### src/rtl/imm_gen_pkg.sv
// Shared types and helpers for the immediate generator.
// The select encoding is shared by the decode stage and imm_extract.
package imm_gen_pkg;

    typedef enum logic [2:0] {
        IMM_SEL_I     = 3'd0,
        IMM_SEL_S     = 3'd1,
        IMM_SEL_B     = 3'd2,
        IMM_SEL_J     = 3'd3,
        IMM_SEL_U     = 3'd4,
        IMM_SEL_SHAMT = 3'd5,
        IMM_SEL_ZIMM  = 3'd6,
        IMM_SEL_RSVD  = 3'd7
    } imm_sel_e;

    localparam int IMM_MAX_XLEN = 64;

    // Sign-extends the low w bits of v (1 <= w <= 32) to 64 bits; callers truncate to XLEN.
    function automatic logic [63:0] sext_to_xlen(input logic [31:0] v, input int unsigned w);
        logic signed [63:0] t;
        t = $signed({32'h0, v} << (64 - w));
        return t >>> (64 - w);
    endfunction

endpackage

### src/rtl/imm_extract.sv
// Combinational immediate extraction: maps (instr, sel) to an XLEN immediate and an illegal flag.
// IMM_GEN_ZIMM_EN makes select 6 a legal CSR zimm; otherwise it is treated as reserved.
module imm_extract
    import imm_gen_pkg::*;
#(
    parameter int XLEN = 32
) (
    input  logic [31:0]     instr,
    input  logic [2:0]      sel,
    output logic [XLEN-1:0] imm,
    output logic            illegal
);

    logic [IMM_MAX_XLEN-1:0] wide;
    logic                    unused_opcode;

    assign unused_opcode = ^instr[6:0];

    always_comb begin
        wide    = '0;
        illegal = 1'b0;
        case (imm_sel_e'(sel))
            IMM_SEL_I:     wide = sext_to_xlen({20'h0, instr[31:20]}, 12);
            IMM_SEL_S:     wide = sext_to_xlen({20'h0, instr[31:25], instr[11:7]}, 12);
            IMM_SEL_B:     wide = sext_to_xlen({19'h0, instr[31], instr[7], instr[30:25],
                                                instr[11:8], 1'b0}, 13);
            IMM_SEL_J:     wide = sext_to_xlen({11'h0, instr[31], instr[19:12], instr[20],
                                                instr[30:21], 1'b0}, 21);
            IMM_SEL_U:     wide = sext_to_xlen({instr[31:12], 12'h0}, 32);
            // RV64 shift amounts carry one extra bit
            IMM_SEL_SHAMT: wide = (XLEN == 64) ? {58'h0, instr[25:20]} : {59'h0, instr[24:20]};
`ifdef IMM_GEN_ZIMM_EN
            IMM_SEL_ZIMM:  wide = {59'h0, instr[19:15]};
`endif
            default:       illegal = 1'b1;
        endcase
    end

    assign imm = wide[XLEN-1:0];

    generate
        if (XLEN < IMM_MAX_XLEN) begin : g_narrow
            logic unused_hi;
            assign unused_hi = ^wide[IMM_MAX_XLEN-1:XLEN];
        end
    endgenerate

endmodule

### src/rtl/imm_gen_pipe.sv
// Pipelined immediate generator: extraction at accept, one output register plus one skid entry.
// Optional CSR zimm support is enabled by defining IMM_GEN_ZIMM_EN.
module imm_gen_pipe
    import imm_gen_pkg::*;
#(
    parameter int XLEN  = 32,
    parameter int TAG_W = 5,
    parameter int CNT_W = 8
) (
    input  logic             clk,
    input  logic             rst_n,
    input  logic             in_valid,
    output logic             in_ready,
    input  logic [31:0]      in_instr,
    input  logic [2:0]       in_sel,
    input  logic [TAG_W-1:0] in_tag,
    output logic             out_valid,
    input  logic             out_ready,
    output logic [XLEN-1:0]  out_imm,
    output logic [TAG_W-1:0] out_tag,
    output logic             out_illegal,
    input  logic             clear_cnt,
    output logic [CNT_W-1:0] err_count
);

    function automatic logic [CNT_W-1:0] sat_inc(input logic [CNT_W-1:0] c);
        return (&c) ? c : c + CNT_W'(1);
    endfunction

    logic [XLEN-1:0]  imm_p0;
    logic             ill_p0;
    logic             vld_p1;
    logic [XLEN-1:0]  imm_p1;
    logic [TAG_W-1:0] tag_p1;
    logic             ill_p1;
    logic             skid_vld;
    logic [XLEN-1:0]  skid_imm;
    logic [TAG_W-1:0] skid_tag;
    logic             skid_ill;
    logic             accept;
    logic             out_free;
    logic [CNT_W-1:0] cnt_q;

    // Stage p0: combinational extraction on the accepted beat
    imm_extract #(.XLEN(XLEN)) u_extract (
        .instr   (in_instr),
        .sel     (in_sel),
        .imm     (imm_p0),
        .illegal (ill_p0)
    );

    assign in_ready = !skid_vld;
    assign accept   = in_valid && in_ready;
    assign out_free = !vld_p1 || out_ready;

    // Stage p1: output register, refilled from skid first to keep FIFO order
    always_ff @(posedge clk or negedge rst_n) begin
        if (!rst_n) begin
            vld_p1 <= 1'b0;
            imm_p1 <= '0;
            tag_p1 <= '0;
            ill_p1 <= 1'b0;
        end else if (out_free) begin
            if (skid_vld) begin
                vld_p1 <= 1'b1;
                imm_p1 <= skid_imm;
                tag_p1 <= skid_tag;
                ill_p1 <= skid_ill;
            end else if (accept) begin
                vld_p1 <= 1'b1;
                imm_p1 <= imm_p0;
                tag_p1 <= in_tag;
                ill_p1 <= ill_p0;
            end else begin
                vld_p1 <= 1'b0;
            end
        end
    end

    // Skid entry: catches the beat accepted while the output register is held
    always_ff @(posedge clk or negedge rst_n) begin
        if (!rst_n) begin
            skid_vld <= 1'b0;
        end else if (out_free) begin
            skid_vld <= 1'b0;
        end else if (accept) begin
            skid_vld <= 1'b1;
        end
    end

    always_ff @(posedge clk) begin
        if (accept && !out_free) begin
            skid_imm <= imm_p0;
            skid_tag <= in_tag;
            skid_ill <= ill_p0;
        end
    end

    // A clear that coincides with an illegal accept still counts that beat
    always_ff @(posedge clk or negedge rst_n) begin
        if (!rst_n) begin
            cnt_q <= '0;
        end else if (clear_cnt) begin
            cnt_q <= (accept && ill_p0) ? CNT_W'(1) : '0;
        end else if (accept && ill_p0) begin
            cnt_q <= sat_inc(cnt_q);
        end
    end

    assign out_valid   = vld_p1;
    assign out_imm     = imm_p1;
    assign out_tag     = tag_p1;
    assign out_illegal = ill_p1;
    assign err_count   = cnt_q;

endmodule
### config.mk
export PLATFORM = sky130hd
export DESIGN_NAME = imm_gen_pipe
export DESIGN_NICKNAME = d
export VERILOG_FILES = /design/src/rtl/imm_gen_pkg.sv /design/src/rtl/imm_extract.sv /design/src/rtl/imm_gen_pipe.sv
export SDC_FILE = /design/constraint.sdc
export NUM_CORES = 1
export LEC_CHECK = 0
export CAP_MARGIN = 20
export CORE_UTILIZATION = 52
export CTS_BUF_LIST = sky130_fd_sc_hd__clkbuf_4
export CTS_CLUSTER_DIAMETER = 40
export DETAILED_ROUTE_END_ITERATION = 8
export GPL_TIMING_DRIVEN = 0
export PLACE_DENSITY = 0.88
export SYNTH_ARGS = -nofsm -noshare
export SYNTH_HDL_FRONTEND = slang
export SYNTH_SLANG_ARGS = --single-unit
### constraint.sdc
create_clock -name clk -period 4.5 [get_ports clk]
set_input_delay 0.9 -clock clk [delete_from_list [all_inputs] [get_ports clk]]
set_output_delay 0.9 -clock clk [all_outputs]
set_load 0.01 [all_outputs]
### Yosys cells after proc, flatten, opt, wreduce, memory -nomap -nowiden

Index checks and enable logic that the tools add are counted.

| word-level totals | value |
|---|---|
| input bits | 45 |
| bits in registers | 86 |
| output and inout bits | 48 |
| logic and storage cells | 47 |

| operators by class | value |
|---|---|
| multiplexer cells | 16 |
| add/sub/neg operators | 1 |
| eq/ne operators | 6 |
| reductions and logical operators | 15 |

Operators by type and width:

| operator | number |
|---|---|
| one-hot mux 32 bit (6 select lines) | 1 |
| two-way mux 32 bit | 2 |
| two-way mux 8 bit | 3 |
| two-way mux 5 bit | 2 |
| adder 8 x 1 -> 8 bit, second input constant | 1 |
| two-way mux 1 bit | 8 |
| AND reduction 8 bit | 1 |
| == test 3 x 2 -> 1 bit, second input constant | 2 |
| == test 3 bit, second input constant | 2 |
| nonzero test 2 bit | 3 |
| OR reduction 6 bit | 1 |
| AND reduction 2 bit | 2 |
| == test 3 x 1 -> 1 bit, second input constant | 1 |
| logical AND 1 bit | 3 |
| logical NOT 1 bit | 3 |
| logical NOT 3 bit | 1 |
| inequality test 2 bit, second input constant | 1 |
| logical OR 1 bit | 1 |

### Logic depth before layout (Yosys ltp)

Gate-level depths: netlist of run 1.

| logic depth | value |
|---|---|
| depth in word-level cells | 6 |
| gate-level depth with buffers | 6 |

### By module

Synthesis of run 1 repeated with hierarchy kept, for this count alone.

| unflattened totals | value |
|---|---|
| cell total of the unflattened synthesis | 301 |
| area, all modules | 4237.8 um^2 |

Modules (own cells, without submodules):

| module | area each (um^2) | instances | cells each |
|---|---|---|---|
| imm_gen_pipe | 3683.5 | 1 | 219 |
| imm_extract | 554.3 | 1 | 82 |

### Worst setup path after synthesis of run 1

OpenSTA, ideal clock, no wires.

| timing | value |
|---|---|
| kind | input -> register |
| start point | input port out_ready |
| end point | register skid_ill (enable) |
| data arrival time | 3.975 ns |
| setup time | 0.489 ns |
| stages on the path | 2 |
| setup slack | 0.036 ns |
| cells stage by stage | nand2b_1 nor3b_1 |

| between the ends | value |
|---|---|
| longest elaborated chain between the ends | 3 |

RTL lines:

| item | line | source |
|---|---|---|
| from (decl) | imm_gen_pipe.sv:18 | `input logic out_ready,` |
| logical OR 1 bit | imm_gen_pipe.sv:54 | `assign out_free = !vld_p1 \|\| out_ready;` |
| logical NOT 1 bit | imm_gen_pipe.sv:92 | `if (accept && !out_free) begin` |
| logical AND 1 bit | imm_gen_pipe.sv:92 |  |
| to (signal assigned) | imm_gen_pipe.sv:95 | `skid_ill <= ill_p0;` |
| to (decl) | imm_gen_pipe.sv:39 | `logic skid_ill;` |

Every way passes these cells.
A chain may end at the register's enable or synchronous reset.

### Worst setup path after layout of run 1

| timing | value |
|---|---|
| start point | register skid_vld |
| end point | output port in_ready |

| between the ends | value |
|---|---|
| longest elaborated chain between the ends | 1 |

RTL lines:

| item | line | source |
|---|---|---|
| from (decl) | imm_gen_pipe.sv:36 | `logic skid_vld;` |
| from (signal assigned) | imm_gen_pipe.sv:83 | `skid_vld <= 1'b0;` |
| from (signal assigned) | imm_gen_pipe.sv:85 | `skid_vld <= 1'b0;` |
| from (signal assigned) | imm_gen_pipe.sv:87 | `skid_vld <= 1'b1;` |
| logical NOT 1 bit | imm_gen_pipe.sv:52 | `assign in_ready = !skid_vld;` |
| to (decl) | imm_gen_pipe.sv:13 | `output logic in_ready,` |

Every way passes these cells.

==> metrics.yaml, run 1 <==
gr-total-overflow: 0
synth_common_cells: "o21ai_0 (49), dfrtp_1 (48), nand2_1 (41)"
synth_edf_count: 38
vias: 3313
diodes: 0
drive_gt1_frac: 0.09615
place_inst: 551
max_freq_mhz: 324.5
path_max_fanout: 10
post_cts.repair.setup_buffers: 0
wirelength_mm: 9.911
cp.required_ns: 3.60
coreArea_um2: 7331
synth_cell_types: 45
rrSetupSlack_ns: 2.20
ys_ff_latch: 86
clock_sinks: 86
tightest_slew_ns: 0.8498
fin_skew_ns: 0.01474
worstSetupPathType: "reg -> out"
postRouteAntennaNets: 0
hold_ws_ns: 0.3721
worstSetupStartpointType: "register"
ioPinCount: 93
ys_seq_area_frac: 0.5872
powerDensity_nw_per_um2: 355.1
grt_pass1_vias: 3170
drtIter0Drc: 223
tns_ns: 0
dp_hpwl_mm: 7.088
yosysTopAreaCell: "dfrtp_1"
cts_max_level: 3
synth-async-reset-ratio: 0.5581
synth_top_flop_cell: "dfrtp_1"
ys_top_cells_by_area: "dfrtp_1 (30%), edfxtp_1 (29%), o21ai_0 (6.1%)"
pre_cts_ws_ns: 1.459
crit_path_end_kind: "output pin"
post_drt_wl_per_cell_um: 17.48
slew-limit-headroom: 0.4310
setup_viol: 0
placed_area_um2: 5007
r2r_start: "skid_vld"
leakage_nw: 2.092
grt_pass1_wl_mm: 15.44
grt_usage: 0.2591
hold_class: "in -> async"
clkSlewWorstSetupHoldPaths_ns: 0.14
synth.net_count: 410
grt_max_degree: 34
worstSetupStartpoint: "skid_vld"
fin_total_pwr_mw: 1.826
status: "finished clean"
rows: 31
clkLatencyLatePin_ns: 0.43
gp_congestion: 0.8151
arrival_ns: 2.18
cts-buffers-inserted: 9
critPathCapture: "in_ready"
cts_tree: "built"
yosys_warnings: 0
die_x_um: 89.59
cap_violations: 0
die-area_um2: 8025
cts-hold-fix-buffers: 0
syn_area_per_cell_um2: 10.96
period_share: 0.6849
post-route-util: 0.7017
route.detailed.drc: 0
maxSlewViolCount: 0
worst_slack_ns: 1.418
viasPerCell: 5.843
synth.top_cell.area_share: 0.3011
fin_nets: 509
r2r-end: "skid_imm[3]"
syn-cell-area_um2: 3989
cts_root_buf: "clkbuf_4"
die_y_um: 89.59
final_cell_area_um2: 5144
min_period_ns: 3.082
initial_core_util: 0.5441
area_delta_synth_final_pct: 28.95
r2r_cells: 5
antenna_found_initial: 0
rsz0062_at_grt: "no"
hold_viol: 0
cts_resized: 0
drt_pass1_iterations: 5
placement.io_buffers: 84
synth.most_common_cell: "o21ai_0"
layoutNonFillerInstCount: 567
synth_cells: 364
clockBufferDepth: 2
ir_worst_vdd_v: 0.0002040
metal layers:
layer  global-route usage  routed length, um
met5                    0                  0
met3              0.04113                680
met2               0.4236               4743
met4               0.1039                158
met1               0.3488               4329
power breakdown:
part	total [mW]	switching (mW)	internal, mW
Combinational	0.428	0.211	0.218
Sequential	0.955	0.0477	0.907
Clock	0.443	0.269	0.174
state kept, by name (all words and copies together), names as in the netlist:
| name | flops |
|---|---|
| err_count | 8 |
| out_imm | 32 |
| out_valid | 1 |
| out_tag | 5 |
| skid_imm | 32 |
| skid_ill | 1 |
| skid_tag | 5 |
| out_illegal | 1 |
| skid_vld | 1 |
area by class of cell:
cell class / instances / area (um2)
Clock inverter: 6 / 61.31
Timing Repair Buffer: 88 / 889.6
Tap cell: 99 / 123.9
Fill cell: 543 / 2187
Clock buffer: 10 / 75.07
Sequential cell: 86 / 2342
Inverter: 3 / 11.26
Buffer: 28 / 133.9
Multi-Input combinational cell: 247 / 1506
kinds of logic (layout without fill, tap and decap cells):
logic type	count (synthesis)	in the layout	synth area share
compound gates	94	94	0.1443
flops	86	86	0.5872
buf+inv	31	135	0.03639
fa+ha+maj	1	1	0.003136
xor+xnor	5	5	0.01286
simple gates	131	131	0.1757
mux	16	16	0.04046
cells in the final DEF, fill, tap and decap left out, drive strengths merged, types with 11 or more instances in the layout:
master,count
nor2,32
o21ai,59
nand2,41
buf,23
mux2i,15
clkbuf,20
a21o,11
edfxtp,38
dfrtp,48
clkdlybuf4s50,83
worst max-delay path, stage by stage (launching register included):
cell             delay [ns]
dfrtp_1                0.39
buf_2                  0.16
inv_2                  0.16
clkbuf_1               0.41
clkdlybuf4s50_1        0.63
how the worst min path moves through the flow:
stage | startpoint | end | slack (ns) | cells past startpoint
6_report | rst_n | err_count[6] | 0.37 | 1
5_1_grt | rst_n | out_imm[24] | 0.39 | 1
4_1_cts | rst_n | err_count[6] | 0.37 | 1
3_5_place_dp | out_imm[20] | out_imm[20] | 0.48 | 2
3_3_place_gp | out_tag[1] | out_tag[1] | 0.47 | 2
2_1_floorplan | skid_imm[13] | out_imm[13] | 0.49 | 2
(Power assumes the default switching activity.)
==> inputs of run 2 (changes only) <==
- CORE_UTILIZATION: 52 -> 47
- PLACE_DENSITY: 0.88 -> 0.84
- clock period: 4.5 -> 2.47 ns (I/O delays scaled with it)
==> run 2 against run 1 <==
Register-to-register slack lost 1.9 ns. Combinational power rose by 84%. Sequential share of layout area is 0.47 points lower. Via count fell by 1.1%. Worst hold slack improved by 0.036 ns. Clock-buffer cell count unchanged. Global-route usage down 1.8 points. First-iteration DRC count increased by 25%. Design area grew 1.0%. Die area is 10% higher. Cell count increased by 0.88%. Core utilization down 6.9 points.
==> metrics.yaml, run 2 (synthesis results as in run 1) <==
worstSetupPathType: "reg -> out"
arrival_ns: 1.84
placed_area_um2: 5030
gr-total-overflow: 0
grt_use_met1: 0.3200
max_freq_mhz: 428.1
die_y_um: 94.13
status: "finished clean"
diodes: 0
hold_ws_ns: 0.4083
tightest_slew_ns: 0.6442
viasPerCell: 5.731
clockBufferDepth: 2
die-area_um2: 8860
clkSlewWorstSetupHoldPaths_ns: 0.13
dp_hpwl_mm: 7.132
grt_usage: 0.2411
post_drt_wl_per_cell_um: 17.24
ioPinCount: 93
period_share: 0.9457
clkLatencyLatePin_ns: 0.44
gr-usage-met3: 0.05825
cp_cell_sequence: "buf_2, inv_2, clkdlybuf4s50_1"
grt_pass1_wl_mm: 16.01
vias: 3278
rows: 33
final_cell_area_um2: 5197
fin_total_pwr_mw: 3.427
rsz0062_at_grt: "no"
cp_slowest_cell: "clkdlybuf4s50_1"
final_cell_mix: "clkdlybuf4s50_1 (83), o21ai_0 (49), dfrtp_1 (48), nand2_1 (41), edfxtp_1 (38)"
fin_nets: 508
gp_congestion: 0.9013
min_period_ns: 2.336
post_cts.repair.setup_buffers: 0
grt_max_degree: 30
cp.required_ns: 1.98
post-route-util: 0.6326
cts-buffers-inserted: 9
crit_path_end_kind: "output pin"
hold_class: "in -> reg"
slew-limit-headroom: 0.5700
critPathMaxStageDelay_ns: 0.60
antenna_found_initial: 0
initial_core_util: 0.4855
fillers: 660
layout_commonest_cell: "clkdlybuf4s50_1"
cts_max_level: 3
cts_tree: "built"
clock_sinks: 86
worstSetupStartpointType: "register"
wirelength_mm: 9.864
placement.io_buffers: 84
coreArea_um2: 8217
drive_gt1_frac: 0.09850
hold_viol: 0
postRouteAntennaNets: 0
fin_skew_ns: 0.009458
grt_use_met2: 0.3765
maxSlewViolCount: 0
die_x_um: 94.13
powerDensity_nw_per_um2: 659.4
cts_root_buf: "clkbuf_4"
setup_viol: 0
route.detailed.drc: 0
grt_pass1_vias: 3333
drtIter0Drc: 279
cts_resized: 0
drt_pass1_iterations: 4
area_delta_synth_final_pct: 30.30
leakage_nw: 2.116
top_usage_layer: "met2"
cap_violations: 0
ir_worst_vdd_v: 0.0003843
path_max_fanout: 17
==> run 2: cell count changes in the layout (fill, tap and decap cells not counted), sizes merged <==
| cell | before | now |
|---|---|---|
| buf | 23 | 22 |
| bufinv | 1 | 2 |
| clkbuf | 20 | 19 |
| clkinv | 2 | 3 |
| clkinvlp | 2 | 1 |
| dlygate4sd3 | 0 | 1 |
| inv | 4 | 3 |
==> run 2: where the power goes <==
| group | internal, mW | switching (mW) | leakage, nW |
|---|---|---|---|
| Sequential | 1.65 | 0.0793 | 0.965 |
| Combinational | 0.400 | 0.386 | 1.07 |
| Clock | 0.420 | 0.489 | 0.0864 |
==> run 2: stage by stage <==
stage,std cells,worst slack [ns],setup TNS (ns)
after floorplan,364,0.2549,0
after global placement,553,-0.7206,-58.19
after detailed placement,556,-0.09513,-1.511
after CTS,572,0.1374,0
after global routing,572,0.04305,0
final,572,0.1341,0
==> run 2: final cells by class <==
type / instances / area [um2] / share of cell area
tap: 105 / 131.4 / 0.02528
inverter: 3 / 11.26 / 0.002167
clock buffer: 10 / 75.07 / 0.01444
multi-input combinational: 247 / 1513 / 0.2910
sequential: 86 / 2342 / 0.4507
clock inverter: 6 / 86.33 / 0.01661
timing repair buffer: 88 / 908.4 / 0.1748
buffer: 27 / 130.1 / 0.02504
==> run 2: path summary, 6_finish.rpt <==
check	cells after the start	startpoint	to	slack (ns)
min in group asynchronous	2	rst_n	err_count[3]	0.52
min	2	clear_cnt	err_count[1]	0.41
max	3	skid_vld	in_ready	0.13
max reg2reg	5	skid_vld	skid_imm[2]	0.28
max in group asynchronous	3	rst_n	out_imm[11]	1.41
min reg2reg	2	out_imm[12]	out_imm[12]	0.50
==> run 2: layer usage <==
layer	wire [um]	up-vias	part of all wire
met1	4302	1634	0.44
met2	4768	109	0.48
met5	0	-	0
met4	153	0	0.016
li1	-	1518	-
met3	640	17	0.065
==> run 2: timing repair <==
item,in CTS,in global routing
setup endpoints to repair,1,0
hold buffers,1,0
hold endpoints to repair,5,0
==> run 2: critical path: cells and delay by family (launching register included) <==
family                 cells  cell delay (ns)
flip-flops                 1             0.39
buffers and inverters      3             1.01
==> inputs of run 3 (changes only) <==
- CTS_CLUSTER_SIZE: unset -> 16
==> results of run 3 <==
No change in the layout: final DEF, timing and power equal those of run 2.
